## src/rtl/mem_1rw_arb.sv

```systemverilog
// Round-robin arbiter/sequencer sharing one single-port memory between two requesters.
// Registers all memory controls, tracks the 1-cycle read latency and drops out-of-range accesses.
module mem_1rw_arb #(
    parameter int unsigned ADDR_WIDTH = 8,
    parameter int unsigned MEM_DEPTH  = 256,
    parameter int unsigned WORD_BYTES = 8
) (
    input  logic                    clk,
    input  logic                    rst_n,

    input  logic                    rq0_req,
    input  logic                    rq0_we,
    input  logic [ADDR_WIDTH-1:0]   rq0_addr,
    input  logic [8*WORD_BYTES-1:0] rq0_wr_data,
    input  logic [WORD_BYTES-1:0]   rq0_be,
    output logic                    rq0_gnt,
    output logic                    rq0_rd_vld,
    output logic [8*WORD_BYTES-1:0] rq0_rd_data,
    output logic                    rq0_err,

    input  logic                    rq1_req,
    input  logic                    rq1_we,
    input  logic [ADDR_WIDTH-1:0]   rq1_addr,
    input  logic [8*WORD_BYTES-1:0] rq1_wr_data,
    input  logic [WORD_BYTES-1:0]   rq1_be,
    output logic                    rq1_gnt,
    output logic                    rq1_rd_vld,
    output logic [8*WORD_BYTES-1:0] rq1_rd_data,
    output logic                    rq1_err,

    output logic                    mem_ce,
    output logic                    mem_we,
    output logic [ADDR_WIDTH-1:0]   mem_addr,
    output logic [8*WORD_BYTES-1:0] mem_wr_data,
    output logic [WORD_BYTES-1:0]   mem_be,
    input  logic [8*WORD_BYTES-1:0] mem_rd_data
);

    localparam int unsigned DATA_WIDTH = 8 * WORD_BYTES;

    // last_gnt: 0 = rq0 was granted last, 1 = rq1 was granted last
    logic                  last_gnt;
    logic                  gnt0_c;
    logic                  gnt1_c;
    logic                  any_gnt_c;
    logic                  sel_we_c;
    logic [ADDR_WIDTH-1:0] sel_addr_c;
    logic [DATA_WIDTH-1:0] sel_wr_data_c;
    logic [WORD_BYTES-1:0] sel_be_c;
    logic                  in_range_c;

    // Stage-1 bookkeeping for the access currently presented to the memory
    logic                  s1_rd;
    logic                  s1_err;
    logic                  s1_owner;

    // Arbitration and request mux; grants are held off while reset is asserted
    always_comb begin
        gnt0_c        = rst_n & rq0_req & (~rq1_req | last_gnt);
        gnt1_c        = rst_n & rq1_req & (~rq0_req | ~last_gnt);
        any_gnt_c     = gnt0_c | gnt1_c;
        sel_we_c      = rq0_we;
        sel_addr_c    = rq0_addr;
        sel_wr_data_c = rq0_wr_data;
        sel_be_c      = rq0_be;
        if (gnt1_c) begin
            sel_we_c      = rq1_we;
            sel_addr_c    = rq1_addr;
            sel_wr_data_c = rq1_wr_data;
            sel_be_c      = rq1_be;
        end
        in_range_c = 32'(sel_addr_c) < MEM_DEPTH;
    end

    assign rq0_gnt = gnt0_c;
    assign rq1_gnt = gnt1_c;

    // Issue stage: memory controls and pending-access tracking
    always_ff @(posedge clk or negedge rst_n) begin
        if (!rst_n) begin
            last_gnt    <= 1'b1;
            mem_ce      <= 1'b0;
            mem_we      <= 1'b0;
            mem_addr    <= '0;
            mem_wr_data <= '0;
            mem_be      <= '0;
            s1_rd       <= 1'b0;
            s1_err      <= 1'b0;
            s1_owner    <= 1'b0;
        end else if (any_gnt_c) begin
            last_gnt <= gnt1_c;
            s1_owner <= gnt1_c;
            if (in_range_c) begin
                mem_ce      <= 1'b1;
                mem_we      <= sel_we_c;
                mem_addr    <= sel_addr_c;
                mem_wr_data <= sel_wr_data_c;
                mem_be      <= sel_be_c;
                s1_rd       <= ~sel_we_c;
                s1_err      <= 1'b0;
            end else begin
                mem_ce <= 1'b0;
                mem_we <= 1'b0;
                s1_rd  <= 1'b0;
                s1_err <= 1'b1;
            end
        end else begin
            mem_ce <= 1'b0;
            mem_we <= 1'b0;
            s1_rd  <= 1'b0;
            s1_err <= 1'b0;
        end
    end

    // Completion stage: route the response pulse to the owner of the access
    always_ff @(posedge clk or negedge rst_n) begin
        if (!rst_n) begin
            rq0_rd_vld <= 1'b0;
            rq1_rd_vld <= 1'b0;
            rq0_err    <= 1'b0;
            rq1_err    <= 1'b0;
        end else begin
            rq0_rd_vld <= s1_rd  & ~s1_owner;
            rq1_rd_vld <= s1_rd  &  s1_owner;
            rq0_err    <= s1_err & ~s1_owner;
            rq1_err    <= s1_err &  s1_owner;
        end
    end

    // Memory read data arrives in the completion cycle; mask it for the non-owner
    assign rq0_rd_data = rq0_rd_vld ? mem_rd_data : '0;
    assign rq1_rd_data = rq1_rd_vld ? mem_rd_data : '0;

endmodule

```

## config.mk

```make
export PLATFORM = sky130hd
export DESIGN_NAME = mem_1rw_arb
export DESIGN_NICKNAME = d
export VERILOG_FILES = /design/src/rtl/mem_1rw_arb.sv
export SDC_FILE = /design/constraint.sdc
export NUM_CORES = 1
export LEC_CHECK = 0
export CORE_AREA = 10 10 163 165
export CTS_BUF_LIST = sky130_fd_sc_hd__clkbuf_4
export DETAILED_ROUTE_END_ITERATION = 8
export DIE_AREA = 0 0 173 175
export HOLD_SLACK_MARGIN = 0.12
export SLEW_MARGIN = 0
export SYNTH_ARGS = -nofsm -noshare
export SYNTH_HDL_FRONTEND = slang
export SYNTH_SLANG_ARGS = --single-unit
export TNS_END_PERCENT = 30
```

## constraint.sdc

```tcl
create_clock -name clk -period 1.2 [get_ports clk]
set_input_delay 0.3 -clock clk [delete_from_list [all_inputs] [get_ports clk]]
set_output_delay 0.3 -clock clk [all_outputs]
set_load 0.02 [all_outputs]
```

==> reports/qor.txt, run 1 <==
Peak supply drop: 0.466 mV
# Max-Cap Violations: 0
Pre-CTS setup slack: -0.780 ns
Most frequent cells in the layout: clkdlybuf4s50_1 (235), buf_6 (133), dfrtp_1 (84)
Worst min path class: input port to flop
Initial antenna violation count: 2
P&R area growth vs syn: 103%
Post-synthesis sequential area ratio: 0.424
Final core occ: 0.449
Number of fill cells: 2359
Routed Antenna Nets: 0
Fin cells: 1392
Drt wl/cell: 21.4 µm
Core area: 23300 µm²
Die H: 175 µm
Ports: 446
Aggregate global-route resource usage: 0.187
Die area: 30300 µm²
Initial core utilization: 0.221
Number of cell rows: 56
RSZ-0062 raised after global routing: yes
Unique cell type count in the Yosys netlist: 22
Arr. time, crit path: 1.55 ns
Critical Path End Type: output port
Worst-Margin Slew: 0.530 ns
First-pass GRT wire length: 43.3 mm
Largest net degree at the start of global routing: 84
Fin Clk Skew: 0.0133 ns
LEAKAGE: 4.53 nW
CTS tree: yes
DRC Markers: 0
Root Driver: clkbuf_4
Pwr Density: 967 nW/µm²
GRT overflow: 0
Placed cells: 1358
Post-DP HPWL: 23.0 mm
Vias in the first global route: 6447
CTS Buffer Depth: 2
Synth Warn #: 0
FF+latch count, synth: 87
Outcome: finished with violations
CP required: 0.90 ns
H-tree Lvls: 3
Count of final hold-check violations: 0
Crit path kind: flop to output port
Share of cells above drive strength 1: 0.387
CTS Buf Count: 9
Num Clock Sinks: 87
Commonest non-fill, non-tap cell in the layout: clkdlybuf4s50_1
Endpoints failing setup: 305
GP Congestion: 0.871
Drt total wl: 29.8 mm
DRT Pass-1 Iters: 4
Worst setup margin: -0.655 ns
Via count: 6367
Clk slew on worst S/H paths: 0.13 ns
Worst-path maximum fanout: 8
Crit start category: flop
Final nets: 1298
Failing checks: negative setup slack
Worst slew margin: 0.647
Final Total Pwr: 10.1 mW
Clock Latency Late Sink: 0.46 ns
Mapped Area: 5140 µm²
Post-Syn Area per Cell: 8.24 µm²
Peak Freq: 0.539 GHz
Gate count after technology mapping: 624
Period utilisation layout: 1.55
Initial DRC Count: 298
Fin crit period: 1.85 ns
Via/cell ratio: 4.57
Port Buffers: 443
Final slew viol count: 0
Horiz. Die Dim: 173 µm
==> cell usage after synthesis <==
cell | count | share of area
a21boi_0 | 1 | 0.0015
a21oi_1 | 1 | 0.00097
a31oi_1 | 80 | 0.097
and2_1 | 131 | 0.16
and3_1 | 1 | 0.0012
buf_2 | 19 | 0.018
buf_4 | 13 | 0.019
buf_6 | 16 | 0.035
clkbuf_1 | 16 | 0.012
clkbuf_2 | 5 | 0.0049
conb_1 | 1 | 0.00073
dfrtp_1 | 86 | 0.42
dfstp_2 | 1 | 0.0051
inv_1 | 2 | 0.0015
nand2_1 | 4 | 0.0029
nand3_1 | 81 | 0.079
nor2_1 | 81 | 0.059
nor2b_1 | 1 | 0.0012
o21a_1 | 1 | 0.0015
o21ai_0 | 43 | 0.042
o21ai_1 | 39 | 0.038
o22ai_1 | 1 | 0.0012
==> final timing paths <==
check / from / end / slack (ns) / cells after the start
max: rq1_rd_vld / rq1_rd_data[1] / -0.65 / 5
min: rst_n / last_gnt / 0.23 / 4
max reg2reg: last_gnt / mem_addr[7] / -0.42 / 5
min reg2reg: s1_owner / rq0_rd_vld / 0.48 / 1
max in group asynchronous: rst_n / mem_wr_data[15] / -0.02 / 4
min in group asynchronous: rst_n / s1_owner / 0.41 / 3
==> per-layer routing <==
metal / global-route usage / vias up / part of all wire
li1: - / 3034 / -
met1: 0.207 / 2996 / 0.39
met2: 0.327 / 305 / 0.50
met3: 0.0662 / 32 / 0.084
met4: 0.0654 / 0 / 0.024
met5: 0 / - / 0
==> where the power goes <==
part | leakage, nW | internal [mW] | switching, mW
clock network | 0.0783 | 0.844 | 1.08
registers | 0.979 | 3.34 | 0.273
logic | 3.47 | 2.33 | 2.24
==> critical path, stage by stage (launching register included) <==
cell and delay, ns:
dfrtp_2 0.45, buf_12 0.14, buf_12 0.13, buf_16 0.13, and2_4 0.13, buf_6 0.13
==> layout make-up <==
type | instances | area, µm² | share of cell area
repair buffers | 501 | 4930 | 0.472
multi-input cells | 467 | 2780 | 0.266
flip-flops and latches | 87 | 2180 | 0.209
well taps | 319 | 399 | 0.0382
clock buffers | 10 | 75.1 | 0.00719
clock inverters | 4 | 72.6 | 0.00695
inverters | 2 | 7.51 | 0.000719
diodes | 2 | 5.00 | 0.000479
==> metrics by stage <==
stage	cell area (µm²)	hold slack (ns)	TNS [ns]
after global placement	10100	0.289	-133.08
after detailed placement	10100	0.289	-134.69
after global routing	10400	0.234	-139.59
after floorplan	5330	0.00441	-8.67
after CTS	10200	0.185	-154.26
final	10400	0.226	-111.23
==> logic make-up after synthesis <==
kind of cell           synth area share
DFF                               0.424
other                          0.000729
and+or+nand+nor                   0.303
AOI/OAI and AO/OA                 0.182
buffers and inverters            0.0905
==> registers in the layout, summed over array words and instances, names as in the netlist <==
| name | count |
|---|---|
| last_gnt | 1 |
| mem_addr | 8 |
| mem_be | 8 |
| mem_ce | 1 |
| mem_we | 1 |
| mem_wr_data | 64 |
| rq0_rd_vld | 1 |
| rq1_rd_vld | 1 |
| s1_owner | 1 |
| s1_rd | 1 |
==> repair_timing <==
| action | in CTS | in global routing |
|---|---|---|
| endpoints found under the setup margin | 297 | 365 |
| hold buffers | 1 | 0 |
| gates cloned | 3 | 0 |
| buffers inserted | 5 | 11 |
| pin swaps | 9 | 19 |
| endpoints found under the hold margin | 56 | 0 |
| gates resized for setup | 640 | 370 |
Power figures use the tool's default switching activity.
==> run 2: changes to the inputs <==
--- a/config.mk
+++ b/config.mk
@@ -7,6 +7,7 @@
 export LEC_CHECK = 0
 export CORE_AREA = 10 10 163 165
 export CTS_BUF_LIST = sky130_fd_sc_hd__clkbuf_4
+export CTS_CLUSTER_DIAMETER = 50
 export DETAILED_ROUTE_END_ITERATION = 8
 export DIE_AREA = 0 0 173 175
 export HOLD_SLACK_MARGIN = 0.12
==> constraint.sdc (replaced) <==
create_clock -name clk -period 1.5 [get_ports clk]
set_input_delay 0.375 -clock clk [delete_from_list [all_inputs] [get_ports clk]]
set_output_delay 0.375 -clock clk [all_outputs]
set_load 0.02 [all_outputs]
==> reports/qor.txt, run 2 (same netlist as run 1, synthesis figures left out) <==
Outcome: finished with violations
LEAKAGE: 4.59 nW (+1.4%)
GRT overflow: 0 (unchanged)
Aggregate global-route resource usage: 0.191 (+0.00382)
Via count: 6444 (+1.2%)
Port Buffers: 443 (unchanged)
Drt wl/cell: 22.4 µm (+4.7%)
Worst setup margin: -0.481 ns (+0.174 ns)
Fin crit period: 1.98 ns
GP Congestion: 0.884 (+1.5%)
Final core occ: 0.455 (+0.00586)
# Max-Cap Violations: 0 (unchanged)
Final Total Pwr: 8.18 mW (-19%)
Num Clock Sinks: 87 (unchanged)
Worst path cell trace: buf_12 > buf_12 > buf_16 > and2_4 > buf_6
Largest net degree at the start of global routing: 65 (-23%)
Pwr Density: 773 nW/µm² (-20%)
Failing checks: negative setup slack
Initial DRC Count: 305 (+2.3%)
Peak supply drop: 0.361 mV (-22%)
Most frequent cells in the layout: clkdlybuf4s50_1 (228), buf_6 (101), dfrtp_1 (84)
Total negative slack: -53.51 ns (+57.73 ns)
Via/cell ratio: 4.58 (about the same)
Period utilisation layout: 1.32
Horiz. Die Dim: 173 µm (unchanged)
Number of cell rows: 56 (unchanged)
Drt total wl: 31.5 mm (+5.9%)
Ports: 446 (unchanged)
CTS Buf Count: 9 (unchanged)
DRT Pass-1 Iters: 5 (+1)
Cell mode on critical path: buf_12
Share of cells above drive strength 1: 0.362 (-0.0241)
Clock Latency Late Sink: 0.47 ns (about the same)
R2r startpoint: last_gnt
Cells on worst reg2reg path: 7 (+2)
Worst-path maximum fanout: 8 (unchanged)
H-tree Lvls: 3 (unchanged)
Routed Antenna Nets: 0 (unchanged)
Vias in the first global route: 6544 (+1.5%)
Die H: 175 µm (unchanged)
Initial core utilization: 0.221 (unchanged)
Endpoints failing setup: 157 (-49%)
Root Driver: clkbuf_4
Commonest non-fill, non-tap cell in the layout: clkdlybuf4s50_1
Count of final hold-check violations: 0 (unchanged)
RSZ-0062 raised after global routing: yes
Setup crit end: rq0_rd_data[9]
Final nets: 1312 (+1.1%)
Slowest CP cell: dfrtp_2
P&R area growth vs syn: 106%
CP required: 1.12 ns (+0.22 ns)
Fin Clk Skew: 0.0178 ns (+0.00448 ns)
Max reg flops: 64 (unchanged)
Peak Freq: 0.505 GHz
R2R Setup Slk: -0.07 ns (+0.35 ns)
Post-DP HPWL: 23.2 mm (+0.85%)
Core area: 23300 µm² (unchanged)
First-pass GRT wire length: 44.2 mm (+2.1%)
CTS tree: yes
CTS Buffer Depth: 2 (unchanged)
Reg2Reg Capture Point: mem_wr_data[27]
Worst slew margin: 0.478 (-0.169)
Initial antenna violation count: 3 (+1)
Hold Path Origin: rst_n
Biggest register: mem_wr_data
DRC Markers: 0 (unchanged)
Worst min path class: input port to flop
Number of fill cells: 2366 (+0.30%)
Crit path kind: flop to output port
Hold-critical path depth: 4 (unchanged)
Die area: 30300 µm² (unchanged)
CP max stage delay: 0.45 ns (about the same)
Final slew viol count: 0 (unchanged)
Critical Path End Type: output port
Clk slew on worst S/H paths: 0.16 ns (+0.03 ns)
Critical Path Start: rq0_rd_vld
Arr. time, crit path: 1.61 ns (+0.06 ns)
Worst-Margin Slew: 0.780 ns (+0.251 ns)
Crit start category: flop
Regs by FF count: mem_wr_data: 64 flops, mem_addr: 8 flops, mem_be: 8 flops
==> run 2: changes by cell type in the layout (fill, tap and decap cells not counted), moves of 3 or more <==
cell,change
clkbuf_2,+56
clkbuf_16,+3
buf_2,-22
buf_6,-32
and2_2,-52
buf_16,+6
o21ai_0,-13
clkdlybuf4s50_1,-7
o21ai_1,+9
and2_4,+6
o21ai_2,+4
and2_1,+46
buf_12,+9
==> run 2: area by class of cell <==
class | instances | area (µm²) | area share
clock buffers | 11 | 82.6 | 0.00780
multi-input cells | 467 | 2740 | 0.259
inverters | 2 | 7.51 | 0.000709
flip-flops and latches | 87 | 2180 | 0.206
repair buffers | 515 | 5080 | 0.480
diodes | 2 | 5.00 | 0.000473
clock inverters | 5 | 83.8 | 0.00792
well taps | 319 | 399 | 0.0377
==> run 2: critical path: cells and delay by family (launching register included) <==
kind / cells / cell delay (ns)
buffers and inverters: 4 / 0.53
DFF: 1 / 0.45
and+or+nand+nor: 1 / 0.15
==> run 2: worst min path at each step <==
stage | end | slack, ns
after floorplan | mem_addr[0] | 0.08
after global placement | mem_wr_data[62] | 0.38
after detailed placement | mem_wr_data[62] | 0.37
after CTS | last_gnt | 0.16
after global routing | last_gnt | 0.26
final | last_gnt | 0.23
==> run 2: report_power, final <==
part           switching [mW]  internal (mW)  leakage [nW]  total (mW)
Combinational            1.86           1.81          3.53        3.67
Sequential              0.194           2.67         0.979        2.86
Clock                   0.928          0.720        0.0837        1.65
==> run 2: what timing repair did <==
action,4_1_cts,5_1_grt
endpoints found under the setup margin,252,260
gates resized for setup,505,428
setup buffers,3,17
hold endpoints to repair,15,0
gates cloned,6,3
pin swaps,19,39
hold buffers,2,0
==> run 2: metrics by stage <==
| step | cell area, µm² | cells | setup WS, ns | hold slack (ns) |
|---|---|---|---|---|
| after floorplan | 5150 | 625 | -0.0199 | 0.0794 |
| after global placement | 10000 | 1360 | -0.729 | 0.377 |
| after detailed placement | 10000 | 1360 | -0.743 | 0.373 |
| after CTS | 10400 | 1387 | -0.573 | 0.163 |
| after global routing | 10600 | 1408 | -0.533 | 0.257 |
| final | 10600 | 1408 | -0.481 | 0.233 |
==> run 2: metal layers <==
layer  up-vias  wire [µm]  GRT usage
met5         -         17          0
met4         2       1030     0.0805
met3        46       2420     0.0651
met2       310      16000      0.337
met1      3012      12100      0.205
li1       3074          -          -
